$ cat config.mk
export PLATFORM = sky130hd
export DESIGN_NAME = mbist_wb_mem_tester
export DESIGN_NICKNAME = d
export VERILOG_FILES = /design/src/rtl/mbist_wb_mem_tester.sv
export SDC_FILE = /design/constraint.sdc
export NUM_CORES = 1
export LEC_CHECK = 0
export ABC_CLOCK_PERIOD_IN_PS = 2000
export CAP_MARGIN = 20
export CORE_MARGIN = 2
export CORE_UTILIZATION = 45
export CTS_BUF_LIST = sky130_fd_sc_hd__clkbuf_4 sky130_fd_sc_hd__clkbuf_8
export DETAILED_ROUTE_END_ITERATION = 8
export PLACE_DENSITY = 0.78
export SETUP_SLACK_MARGIN = 0.02
export SLEW_MARGIN = 20
export SYNTH_ARGS = -nofsm -noshare
export SYNTH_HDL_FRONTEND = slang
export SYNTH_SLANG_ARGS = --single-unit
$ cat constraint.sdc
create_clock -name wb_clk_i -period 2 [get_ports wb_clk_i]
set_input_delay 0.4 -clock wb_clk_i [delete_from_list [all_inputs] [get_ports wb_clk_i]]
set_output_delay 0.4 -clock wb_clk_i [all_outputs]
set_load 0.02 [all_outputs]
$ cat src/rtl/mbist_wb_mem_tester.sv
// Wishbone initiator for functional SRAM sanity checks: fills an address range with a
// pattern and/or reads it back, counting mismatches and bus errors.
module mbist_wb_mem_tester #(
    parameter int unsigned BIST_ADDR_WD = 10,
    parameter int unsigned BIST_DATA_WD = 32,
    parameter int unsigned TIMEOUT_WD   = 8
) (
    input  logic                      wb_clk_i,
    input  logic                      rst_n,
    input  logic                      cfg_start,
    input  logic                      cfg_abort,
    input  logic [1:0]                cfg_mode,
    input  logic                      cfg_addr_xor,
    input  logic [BIST_DATA_WD-1:0]   cfg_pattern,
    input  logic [BIST_ADDR_WD-1:0]   cfg_start_addr,
    input  logic [BIST_ADDR_WD-1:0]   cfg_end_addr,
    output logic                      busy,
    output logic                      done,
    output logic                      fail,
    output logic                      timeout,
    output logic                      aborted,
    output logic [15:0]               err_cnt,
    output logic [BIST_ADDR_WD-1:0]   first_err_addr,
    output logic [BIST_DATA_WD-1:0]   first_err_data,
    output logic                      wb_cyc_o,
    output logic                      wb_stb_o,
    output logic                      wb_we_o,
    output logic [BIST_ADDR_WD-1:0]   wb_adr_o,
    output logic [BIST_DATA_WD-1:0]   wb_dat_o,
    output logic [BIST_DATA_WD/8-1:0] wb_sel_o,
    input  logic [BIST_DATA_WD-1:0]   wb_dat_i,
    input  logic                      wb_ack_i,
    input  logic                      wb_err_i
);

    typedef enum logic [2:0] {IDLE, WR_REQ, WR_GAP, RD_REQ, RD_GAP, FIN} state_t;

    // Timeout fires on the cycle the counter would reach all-ones.
    localparam logic [TIMEOUT_WD-1:0] TMO_LAST = {{(TIMEOUT_WD-1){1'b1}}, 1'b0};

    state_t                    state_q, state_d;
    logic [BIST_ADDR_WD-1:0]   addr_q, addr_d;
    logic [BIST_ADDR_WD-1:0]   start_q, start_d;
    logic [BIST_ADDR_WD-1:0]   end_q, end_d;
    logic [BIST_DATA_WD-1:0]   pattern_q, pattern_d;
    logic                      xor_q, xor_d;
    logic                      check_q, check_d;
    logic [TIMEOUT_WD-1:0]     tmo_q, tmo_d;
    logic [15:0]               err_cnt_q, err_cnt_d;
    logic [BIST_ADDR_WD-1:0]   ferr_addr_q, ferr_addr_d;
    logic [BIST_DATA_WD-1:0]   ferr_data_q, ferr_data_d;
    logic                      timeout_q, timeout_d;
    logic                      aborted_q, aborted_d;

    logic                      rec;
    logic [BIST_DATA_WD-1:0]   rec_data;
    logic [BIST_DATA_WD-1:0]   expected;
    logic                      in_req;
    logic                      in_run;

    assign expected = cfg_pattern_sel();
    function automatic logic [BIST_DATA_WD-1:0] cfg_pattern_sel();
        return xor_q ? (pattern_q ^ BIST_DATA_WD'(addr_q)) : pattern_q;
    endfunction

    assign in_req = (state_q == WR_REQ) || (state_q == RD_REQ);
    assign in_run = in_req || (state_q == WR_GAP) || (state_q == RD_GAP);

    always_comb begin
        state_d     = state_q;
        addr_d      = addr_q;
        start_d     = start_q;
        end_d       = end_q;
        pattern_d   = pattern_q;
        xor_d       = xor_q;
        check_d     = check_q;
        tmo_d       = '0;
        err_cnt_d   = err_cnt_q;
        ferr_addr_d = ferr_addr_q;
        ferr_data_d = ferr_data_q;
        timeout_d   = timeout_q;
        aborted_d   = aborted_q;
        rec         = 1'b0;
        rec_data    = '0;

        case (state_q)
            IDLE: begin
                if (cfg_start) begin
                    err_cnt_d   = '0;
                    ferr_addr_d = '0;
                    ferr_data_d = '0;
                    timeout_d   = 1'b0;
                    aborted_d   = 1'b0;
                    addr_d      = cfg_start_addr;
                    start_d     = cfg_start_addr;
                    end_d       = cfg_end_addr;
                    pattern_d   = cfg_pattern;
                    xor_d       = cfg_addr_xor;
                    check_d     = (cfg_mode != 2'd0);
                    if (cfg_end_addr < cfg_start_addr) state_d = FIN;
                    else if (cfg_mode == 2'd1)         state_d = RD_REQ;
                    else                               state_d = WR_REQ;
                end
            end
            WR_REQ: begin
                if (wb_err_i) begin
                    rec     = 1'b1;
                    state_d = WR_GAP;
                end else if (wb_ack_i) begin
                    state_d = WR_GAP;
                end else if (tmo_q == TMO_LAST) begin
                    timeout_d = 1'b1;
                    state_d   = FIN;
                end else begin
                    tmo_d = tmo_q + TIMEOUT_WD'(1);
                end
            end
            WR_GAP: begin
                if (addr_q == end_q) begin
                    if (check_q) begin
                        addr_d  = start_q;
                        state_d = RD_REQ;
                    end else begin
                        state_d = FIN;
                    end
                end else begin
                    addr_d  = addr_q + BIST_ADDR_WD'(1);
                    state_d = WR_REQ;
                end
            end
            RD_REQ: begin
                if (wb_err_i) begin
                    rec     = 1'b1;
                    state_d = RD_GAP;
                end else if (wb_ack_i) begin
                    rec      = (wb_dat_i != expected);
                    rec_data = wb_dat_i;
                    state_d  = RD_GAP;
                end else if (tmo_q == TMO_LAST) begin
                    timeout_d = 1'b1;
                    state_d   = FIN;
                end else begin
                    tmo_d = tmo_q + TIMEOUT_WD'(1);
                end
            end
            RD_GAP: begin
                if (addr_q == end_q) begin
                    state_d = FIN;
                end else begin
                    addr_d  = addr_q + BIST_ADDR_WD'(1);
                    state_d = RD_REQ;
                end
            end
            FIN:     state_d = IDLE;
            default: state_d = IDLE;
        endcase

        if (rec) begin
            if (err_cnt_q == '0) begin
                ferr_addr_d = addr_q;
                ferr_data_d = rec_data;
            end
            if (err_cnt_q != '1) err_cnt_d = err_cnt_q + 16'd1;
        end

        // Abort overrides the next state but a response in the same cycle is already scored.
        if (in_run && cfg_abort) begin
            aborted_d = 1'b1;
            state_d   = FIN;
        end
    end

    always_ff @(posedge wb_clk_i or negedge rst_n) begin
        if (!rst_n) begin
            state_q     <= IDLE;
            addr_q      <= '0;
            start_q     <= '0;
            end_q       <= '0;
            pattern_q   <= '0;
            xor_q       <= 1'b0;
            check_q     <= 1'b0;
            tmo_q       <= '0;
            err_cnt_q   <= '0;
            ferr_addr_q <= '0;
            ferr_data_q <= '0;
            timeout_q   <= 1'b0;
            aborted_q   <= 1'b0;
        end else begin
            state_q     <= state_d;
            addr_q      <= addr_d;
            start_q     <= start_d;
            end_q       <= end_d;
            pattern_q   <= pattern_d;
            xor_q       <= xor_d;
            check_q     <= check_d;
            tmo_q       <= tmo_d;
            err_cnt_q   <= err_cnt_d;
            ferr_addr_q <= ferr_addr_d;
            ferr_data_q <= ferr_data_d;
            timeout_q   <= timeout_d;
            aborted_q   <= aborted_d;
        end
    end

    assign busy           = in_run;
    assign done           = (state_q == FIN);
    assign fail           = (err_cnt_q != '0) || timeout_q;
    assign timeout        = timeout_q;
    assign aborted        = aborted_q;
    assign err_cnt        = err_cnt_q;
    assign first_err_addr = ferr_addr_q;
    assign first_err_data = ferr_data_q;
    assign wb_cyc_o       = in_req;
    assign wb_stb_o       = in_req;
    assign wb_we_o        = (state_q == WR_REQ);
    assign wb_adr_o       = in_req ? addr_q : '0;
    assign wb_dat_o       = (state_q == WR_REQ) ? expected : '0;
    assign wb_sel_o       = in_req ? '1 : '0;

endmodule

### Yosys cells after proc, flatten, opt, wreduce, memory -nomap -nowiden

Index checks and enable logic that the tools add are counted.

| storage, ports and cells | value |
|---|---|
| output and inout port bits | 112 |
| bits of input ports | 93 |
| word-level logic and storage cells | 105 |
| register bits | 135 |

| operators by class | value |
|---|---|
| reduce and logical (&&, ||, !) cells | 18 |
| order comparisons | 1 |
| multiplexer cells | 52 |
| eq/ne operators | 17 |
| bitwise operators | 1 |
| $add $sub $neg | 3 |

Operators with widths:

| operator | number |
|---|---|
| 32-bit two-way mux | 9 |
| 10-bit two-way mux | 9 |
| 16-bit two-way mux | 4 |
| 3-bit two-way mux | 11 |
| 8-bit two-way mux | 4 |
| 32-bit != test | 1 |
| 32-bit by 10-bit XOR with 32-bit output | 1 |
| 10-bit case mux with 3 select lines | 1 |
| 16-bit by 1-bit adder with 16-bit output (second input constant) | 1 |
| 16-bit logical NOT | 1 |
| 16-bit != test (second input constant) | 1 |
| 16-bit nonzero test | 1 |
| 3-bit case mux with 5 select lines | 1 |
| 10-bit by 1-bit adder with 10-bit output (second input constant) | 1 |
| 10-bit == test | 1 |
| 10-bit < comparator | 1 |
| 1-bit two-way mux | 9 |
| 8-bit by 1-bit adder with 8-bit output (second input constant) | 1 |
| 8-bit == test (second input constant) | 1 |
| 2-bit != test (second input constant) | 4 |
| 2-bit nonzero test | 4 |
| 3-bit by 2-bit == test with 1-bit output (second input constant) | 2 |
| 3-bit == test (second input constant) | 2 |
| 3-bit != test (second input constant) | 2 |
| 14 further kinds | 19 |

### Longest topological paths before layout

Gate-level depths: netlist (run 1).

| depth | value |
|---|---|
| depth after elaboration | 7 |
| gate-level depth with buffers | 10 |
| depth with buffers taken out | 9 |

### Worst setup path before layout (run 1)

OpenSTA, ideal clock, no wires.

| path | value |
|---|---|
| kind | reg-to-reg |
| from | register addr_q[1] |
| to | register addr_q[1] |
| data required time | 1.875 ns |
| stages on the path, launching flop included | 9 |
| library setup time | 0.125 ns |
| arrival | 1.986 ns |
| clock period less this slack | 2.111 ns |
| buffers on the path | 2 |
| path slack | -0.111 ns |
| path through | dfrtp_1 -> buf_2 -> xor2_1 -> nor4_2 -> nand4_2 -> o21ai_1 -> a31oi_1 -> buf_4 -> mux2_4 |

| on the way | value |
|---|---|
| word-level cells in the longest chain between the ends | 3 |
| elaborated cells between the ends (all ways) | 8 |
| classes of those cells | add/sub: 1; eq/ne: 3; mux: 3; reduce/logical: 1 |

RTL lines:

| element | line | text |
|---|---|---|
| from (decl) | 42 | `logic [BIST_ADDR_WD-1:0] addr_q, addr_d;` |
| from (signal assigned) | 190 | `addr_q <= addr_d;` |
| 10-bit by 1-bit adder with 10-bit output / 10-bit == test (equally long branches) | - |  |
| 10-bit two-way mux (tied with other cells) | 147 | `if (addr_q == end_q) begin` |
| 10-bit case mux with 3 select lines / 4-bit AND reduction (equally long branches) | - |  |

Parallel ways exist; a longest one is shown, timed or not. The select of a mux whose other input is x is not followed.
A chain may end at the register's enable or synchronous reset.

### Final worst setup path (run 1)

| path | value |
|---|---|
| from | register xor_q |
| to | register err_cnt_q[5] (netlist: err_cnt[5]) |

| on the way | value |
|---|---|
| word-level cells in the longest chain between the ends | 6 |

RTL lines:

| element | line | text |
|---|---|---|
| from (decl) | 46 | `logic xor_q, xor_d;` |
| from (signal assigned) | 194 | `xor_q <= xor_d;` |
| 32-bit two-way mux | 63 | `return xor_q ? (pattern_q ^ BIST_DATA_WD'(addr_q)) : pattern_q;` |
| 32-bit != test | 136 | `rec = (wb_dat_i != expected);` |
| 1-bit two-way mux | 135 | `end else if (wb_ack_i) begin` |
| 1-bit two-way mux | 132 | `if (wb_err_i) begin` |
| 1-bit case mux with 2 select lines | 86 | `case (state_q)` |
| 16-bit two-way mux | 158 | `if (rec) begin` |
| net err_cnt_d[5] | 49 | `logic [15:0] err_cnt_q, err_cnt_d;` |
| to (signal assigned) | 197 | `err_cnt_q <= err_cnt_d;` |
| to (decl) | 49 |  |

The timed path passes the listed nets, and every way through them passes these cells.

==> flow_metrics.env, run 1 <==
export IMPL_drc=0
export IMPL_start_util=0.459
export IMPL_pre_cts_slack_ns=-0.880
export IMPL_wirelength_um=26200
export IMPL_failed_checks="setup timing"
export IMPL_grt_pass1_wl_um=38600
export IMPL_finalWorstSetupSlack_ns=-0.350
export IMPL_critPathBufInv=4
export IMPL_drv_slew=0
export IMPL_rsz0062_at_grt="true"
export IMPL_tightestPinTransition_ns=0.536
export IMPL_grt_use_total=0.278
export IMPL_die_area_um2=17900
export IMPL_ys_seq_area_frac=0.446
export IMPL_combinationalPowerShare=0.609
export IMPL_ys_seq_elements=135
export IMPL_critPathSlowestCell="dfrtp_2"
export IMPL_timing_fmax_mhz=425
export IMPL_routed_via_count=7301
export IMPL_ys_types=63
export IMPL_clkPwrFrac=0.147
export IMPL_core_area_um2=16500
export IMPL_post_route_util=0.742
export IMPL_crit_family="buffers and inverters"
export IMPL_p_leak_nw=5.77
export IMPL_clk_pin_slew_worst_paths_ns=0.08
export IMPL_ir_worst_vdd_mv=0.910
export IMPL_p_total_mw=17.8
export IMPL_yosysWarnings=0
export IMPL_viasPerCell=5.43
export IMPL_fin_skew_ns=0.0118
export IMPL_seqPwrFrac=0.243
export IMPL_insertedDiodeCount=0
export IMPL_synth_edf_count=0
export IMPL_cap_violations=0
export IMPL_clk_path_buf_depth=2
export IMPL_finalNonFillerCells=1345
export IMPL_worstSetupStartpointType="register"
export IMPL_num_io_pins=205
export IMPL_numPortBuffers=204
export IMPL_grt_max_degree=42
export IMPL_die_x_um=134
export IMPL_final_nets=1220
export IMPL_swShare=0.401
export IMPL_area_growth_pct=61.8
export IMPL_hold_class="in2async"
export IMPL_relSlewSlack=0.642
export IMPL_syn_num_nets=877
export IMPL_status="finished with violations"
export IMPL_cp_cell_sequence="buf_4, buf_4, nand4_1, and3_1, nand4_1, buf_4, a211oi_4, buf_6, a21oi_4, nand4_1, mux2i_1"
export IMPL_async_flop_share=1.00
export IMPL_firstDrtPassIters=5
export IMPL_wl_per_cell_um=19.5
export IMPL_die_height_um=134
export IMPL_synth_top_flop_cell="dfrtp_1"
export IMPL_finalSetupViolations=104
export IMPL_num_rows=47
export IMPL_fin_tns_setup_ns=-25.94
export IMPL_clock_sinks=135
export IMPL_dp_cells=1281
export IMPL_crit_arrival_ns=2.72
export IMPL_critPathMaxFanout=7
export IMPL_switching_power_mw=7.12
export IMPL_cts_root_buf="clkbuf_8"
export IMPL_netlist_instances=770
export IMPL_insertion_delay_ns=0.46
export IMPL_ant_nets=0
export IMPL_htreeDepth=4
export IMPL_cts_buffers=17
export IMPL_synth_area_um2=7580
export IMPL_cts_tree="yes"
export IMPL_worstSetupEndpointType="register"
export IMPL_period_share=1.18
export IMPL_place_hpwl_um=17200
export IMPL_max_stage_delay_ns=0.42
export IMPL_hold_violations=0
export IMPL_worstSetupPathType="reg2reg"
export IMPL_drive_above_1_share=0.370
export IMPL_internal_power_mw=10.6
export IMPL_drt_initial_drc_count=603
export IMPL_antenna_found_initial=0
export IMPL_syn_avg_cell_area_um2=9.84
export IMPL_period_needed_ns=2.35
export IMPL_grt_pass1_vias=7195
export IMPL_place_gp_congestion=0.901
export IMPL_worst_endpoint_required_ns=2.37
export IMPL_power_density_nw_per_um2=1450
export IMPL_grt_overflow_total=0
-- per-layer routing --
metal,wire length [um],track usage
met5,0,0
met4,710,0.0981
met1,10500,0.371
met2,13300,0.459
met3,1670,0.0487
-- synthesized netlist by cell type, drive strengths merged (2+ instances only) --
cell type,n,area share
a2111oi,3,0.0046
ha,14,0.023
o21ai,63,0.042
nand2b,6,0.0050
nand3b,2,0.0020
nor2b,6,0.0050
nand3,49,0.034
a21o,3,0.0030
o21a,4,0.0040
dfrtp,135,0.45
nor2,42,0.021
and2,35,0.029
nor3,8,0.0074
xnor2,7,0.0081
or2,2,0.0017
a211oi,3,0.0043
xor2,53,0.061
nor4,12,0.013
and4,2,0.0023
buf,29,0.027
mux2,54,0.084
a221oi,2,0.0023
clkbuf,25,0.012
inv,17,0.0084
mux2i,13,0.017
a2bb2oi,9,0.011
a31oi,5,0.0041
xor3,4,0.013
a21oi,16,0.013
nand2,106,0.054
and3,13,0.011
nand4,16,0.014
-- metrics by stage --
stage,hold slack (ns),instance area (um^2)
6_report,0.416,12300
2_1_floorplan,0.104,7610
4_1_cts,0.412,11700
5_1_grt,0.437,12300
3_3_place_gp,0.327,10800
3_5_place_dp,0.331,10800
-- cell usage in the layout (no fill, tap or decap), types with 4 or more instances in the layout --
master and n:
dfrtp_1 134, a31oi_1 5, nor4_1 6, xor3_1 4, a21oi_4 4, buf_6 68
mux2_4 8, clkdlybuf4s50_1 135, mux2_2 45, xnor2_1 7, nand4_1 15, xor2_2 9
o21ai_0 17, nand2_2 10, a21oi_1 11, o21ai_1 45, nand2b_1 4, clkbuf_8 22
nor2_1 30, bufinv_16 4, inv_1 13, nor3_1 4, nand2_1 95, and2_1 6
buf_4 140, xor2_1 44, mux2i_1 13, and3_1 12, dlymetal6s2s_1 16, a2bb2oi_1 6
nor2_4 12, nor2b_1 6, buf_12 12, and2_4 29, nand3_2 5, nand3_1 44
o21a_1 4, ha_1 13
-- what timing repair did --
action / 4_1_cts / 5_1_grt
setup endpoints to repair: 125 / 137
hold buffers: 1 / 0
resized for setup: 346 / 120
pin swaps: 25 / 30
hold endpoints to repair: 34 / 0
buffers inserted: 21 / 8
gates cloned: 3 / 4
-- final cells by class --
type | instances | area, um^2
timing repair buffer | 376 | 3720
clock inverter | 7 | 140
tap | 220 | 275
fill | 1064 | 4270
clock buffer | 24 | 318
inverter | 17 | 67.6
sequential | 135 | 3380
multi-input combinational | 566 | 4360
-- cells by family after synthesis --
| kind of cell | share of synthesized area |
|---|---|
| buffers and inverters | 0.0474 |
| DFF | 0.446 |
| adders and majority gates | 0.0231 |
| AOI/OAI and AO/OA | 0.0991 |
| and+or+nand+nor | 0.201 |
| muxes | 0.101 |
| xor gates and xnor gates | 0.0819 |
-- sequential cells by signal, summed over array words and instances (netlist names) --
name and count:
first_err_data 32, pattern_q 32, err_cnt 16, addr_q 10, end_q 10, first_err_addr 10
start_q 10, tmo_q 8, state_q 3, aborted 1, check_q 1, timeout 1
xor_q 1
-- worst paths after layout --
path | startpoint | end | slack (ns) | cells past startpoint
worst max-delay path | xor_q | err_cnt[5] | -0.35 | 11
worst min-delay path | rst_n | pattern_q[15] | 0.42 | 2
worst max register to register | xor_q | err_cnt[5] | -0.35 | 11
worst min register to register | start_q[3] | start_q[3] | 0.49 | 2
max in group asynchronous | rst_n | first_err_data[26] | 0.91 | 3
min in group wb_clk_i | start_q[3] | start_q[3] | 0.49 | 2
-- power by group through the flow --
stage	registers (mW)	clock network [mW]	logic [mW]
floorplan	4.28	0	4.81
finish	4.32	2.62	10.8
detailed placement	4.30	0	8.54
global route	4.40	2.75	11.4
global placement	4.28	0	8.42
CTS	4.25	2.64	9.64
Note: power is estimated with default switching activity, not from simulation.
==> run 2: changes to the inputs <==
Settings changed: CORE_UTILIZATION 45 to 44, CTS_BUF_LIST sky130_fd_sc_hd__clkbuf_4 sky130_fd_sc_hd__clkbuf_8 to not set, PLACE_DENSITY 0.78 to 0.77.
==> run 2 against run 1 <==
Against the previous run:
- the flow still finishes with violations (setup timing)
- worst setup slack got worse by 0.36 ns
- global-route usage grew 5.5 points
- power grew 16%
- via count grew 18%
- core utilization up 5.5 points
- worst hold slack got worse by 0.11 ns
- final cell count grew 3.6%
- clock-buffer cell count down 7
- largest power group unchanged
==> flow_metrics.env, run 2 (synthesis results as in run 1) <==
export IMPL_status="finished with violations"
export IMPL_failed_checks="setup timing"
export IMPL_crit_arrival_ns=3.02
export IMPL_final_cell_mix="152 x buf_4, 131 x dfrtp_1, 131 x clkdlybuf4s50_1"
export IMPL_p_leak_nw=6.18
export IMPL_grt_pass1_vias=8384
export IMPL_drv_slew=0
export IMPL_final_nets=1267
export IMPL_numPortBuffers=204
export IMPL_antenna_found_initial=1
export IMPL_wirelength_um=35500
export IMPL_clk_pin_slew_worst_paths_ns=0.06
export IMPL_drt_initial_drc_count=947
export IMPL_critPathMaxFanout=7
export IMPL_period_share=1.35
export IMPL_relSlewSlack=0.643
export IMPL_tightestPinTransition_ns=0.531
export IMPL_critPathSlowestCell="nor4_2"
export IMPL_cts_buffers=17
export IMPL_firstDrtPassIters=7
export IMPL_worstSetupStartpointType="register"
export IMPL_layout_commonest_cell="buf_4"
export IMPL_htreeDepth=4
export IMPL_pre_cts_slack_ns=-0.705
export IMPL_worst_endpoint_required_ns=2.31
export IMPL_finalNonFillerCells=1394
export IMPL_post_route_util=0.797
export IMPL_worstSetupPathType="reg2reg"
export IMPL_drive_above_1_share=0.442
export IMPL_cap_violations=0
export IMPL_grt_max_degree=52
export IMPL_finalSetupViolations=120
export IMPL_fin_skew_ns=0.0136
export IMPL_die_area_um2=18300
export IMPL_timing_fmax_mhz=369
export IMPL_holdWs_ns=0.302
export IMPL_insertion_delay_ns=0.44
export IMPL_wl_per_cell_um=25.5
export IMPL_max_stage_delay_ns=0.52
export IMPL_start_util=0.454
export IMPL_num_io_pins=205
export IMPL_rsz0062_at_grt="true"
export IMPL_place_gp_congestion=0.883
export IMPL_worstSetupEndpointType="register"
export IMPL_period_needed_ns=2.71
export IMPL_ir_worst_vdd_mv=1.23
export IMPL_dp_cells=1286
export IMPL_cts_tree="yes"
export IMPL_hold_class="in2reg"
export IMPL_routed_via_count=8604
export IMPL_crit_family="simple AND/OR/NAND/NOR gates"
export IMPL_reg2reg_slack_ns=-0.71
export IMPL_grt_overflow_total=0
export IMPL_cp_cell_sequence="xor2_1, nor4_2, nand4_1, buf_4, nor3_4, a211oi_4, buf_8, clkbuf_16, nand3_1, o21ai_1"
export IMPL_finalWorstSetupSlack_ns=-0.708
export IMPL_cts_root_buf="clkbuf_16"
export IMPL_grt_use_total=0.333
export IMPL_hold_violations=0
export IMPL_die_height_um=135
export IMPL_power_density_nw_per_um2=1550
export IMPL_place_hpwl_um=17000
export IMPL_ant_nets=0
export IMPL_grt_pass1_wl_um=46300
export IMPL_core_area_um2=16700
export IMPL_clock_sinks=135
export IMPL_viasPerCell=6.17
export IMPL_drc=0
export IMPL_critPathBufInv=3
export IMPL_area_growth_pct=75.6
export IMPL_num_rows=47
export IMPL_die_x_um=135
export IMPL_clk_path_buf_depth=2
## run 2: cell types whose count changed in the layout (fill, tap and decap cells not counted), sizes merged
cell	change
dlymetal6s2s	-1
diode	+1
dlygate4sd2	+5
bufinv	-4
inv	+2
clkdlybuf4s50	-4
clkinv	+6
clkbuf	-6
clkinvlp	+4
buf	+46
## run 2: timing repair
action / CTS / global route
pin swaps: 55 / 68
endpoints found under the hold margin: 36 / 0
hold buffers: 1 / 0
resized for setup: 460 / 123
setup endpoints to repair: 123 / 176
gates cloned: 10 / 4
setup buffers: 48 / 22
## run 2: per-stage QoR
stage	power (mW)	TNS (ns)	area, um^2
2_1_floorplan	9.09	-0.607	7610
3_3_place_gp	12.8	-48.12	10900
3_5_place_dp	12.9	-49.35	10900
4_1_cts	18.3	-19.78	12600
5_1_grt	21.1	-49.71	13300
6_report	20.6	-44.54	13300
## run 2: final timing paths
path | startpoint | endpoint | cells past startpoint
min in group asynchronous | rst_n | pattern_q[12] | 2
worst max-delay path | pattern_q[11] | first_err_data[14] | 10
max in group asynchronous | rst_n | addr_q[8] | 3
worst max register to register | pattern_q[11] | first_err_data[14] | 10
worst min register to register | aborted | aborted | 1
worst min-delay path | cfg_end_addr[5] | end_q[5] | 2
## run 2: final cells by class
class / count / area [um^2]
clock buffer: 17 / 425
clock inverter: 15 / 108
inverter: 17 / 76.3
sequential: 135 / 3380
timing repair buffer: 423 / 4340
antenna: 1 / 2.50
multi-input combinational: 566 / 4690
fill: 841 / 3400
tap: 220 / 275
## run 2: per-layer routing
metal | wire, um | track usage | share of wire
met5 | 0 | 0 | 0
met3 | 3540 | 0.0778 | 0.10
met2 | 16900 | 0.560 | 0.47
met1 | 12200 | 0.391 | 0.34
met4 | 2910 | 0.193 | 0.082
## run 2: report_power, final
group	internal [mW]	switching, mW	leakage (nW)
clock network	1.58	1.34	0.243
logic	6.62	6.58	4.21
registers	3.59	0.860	1.73
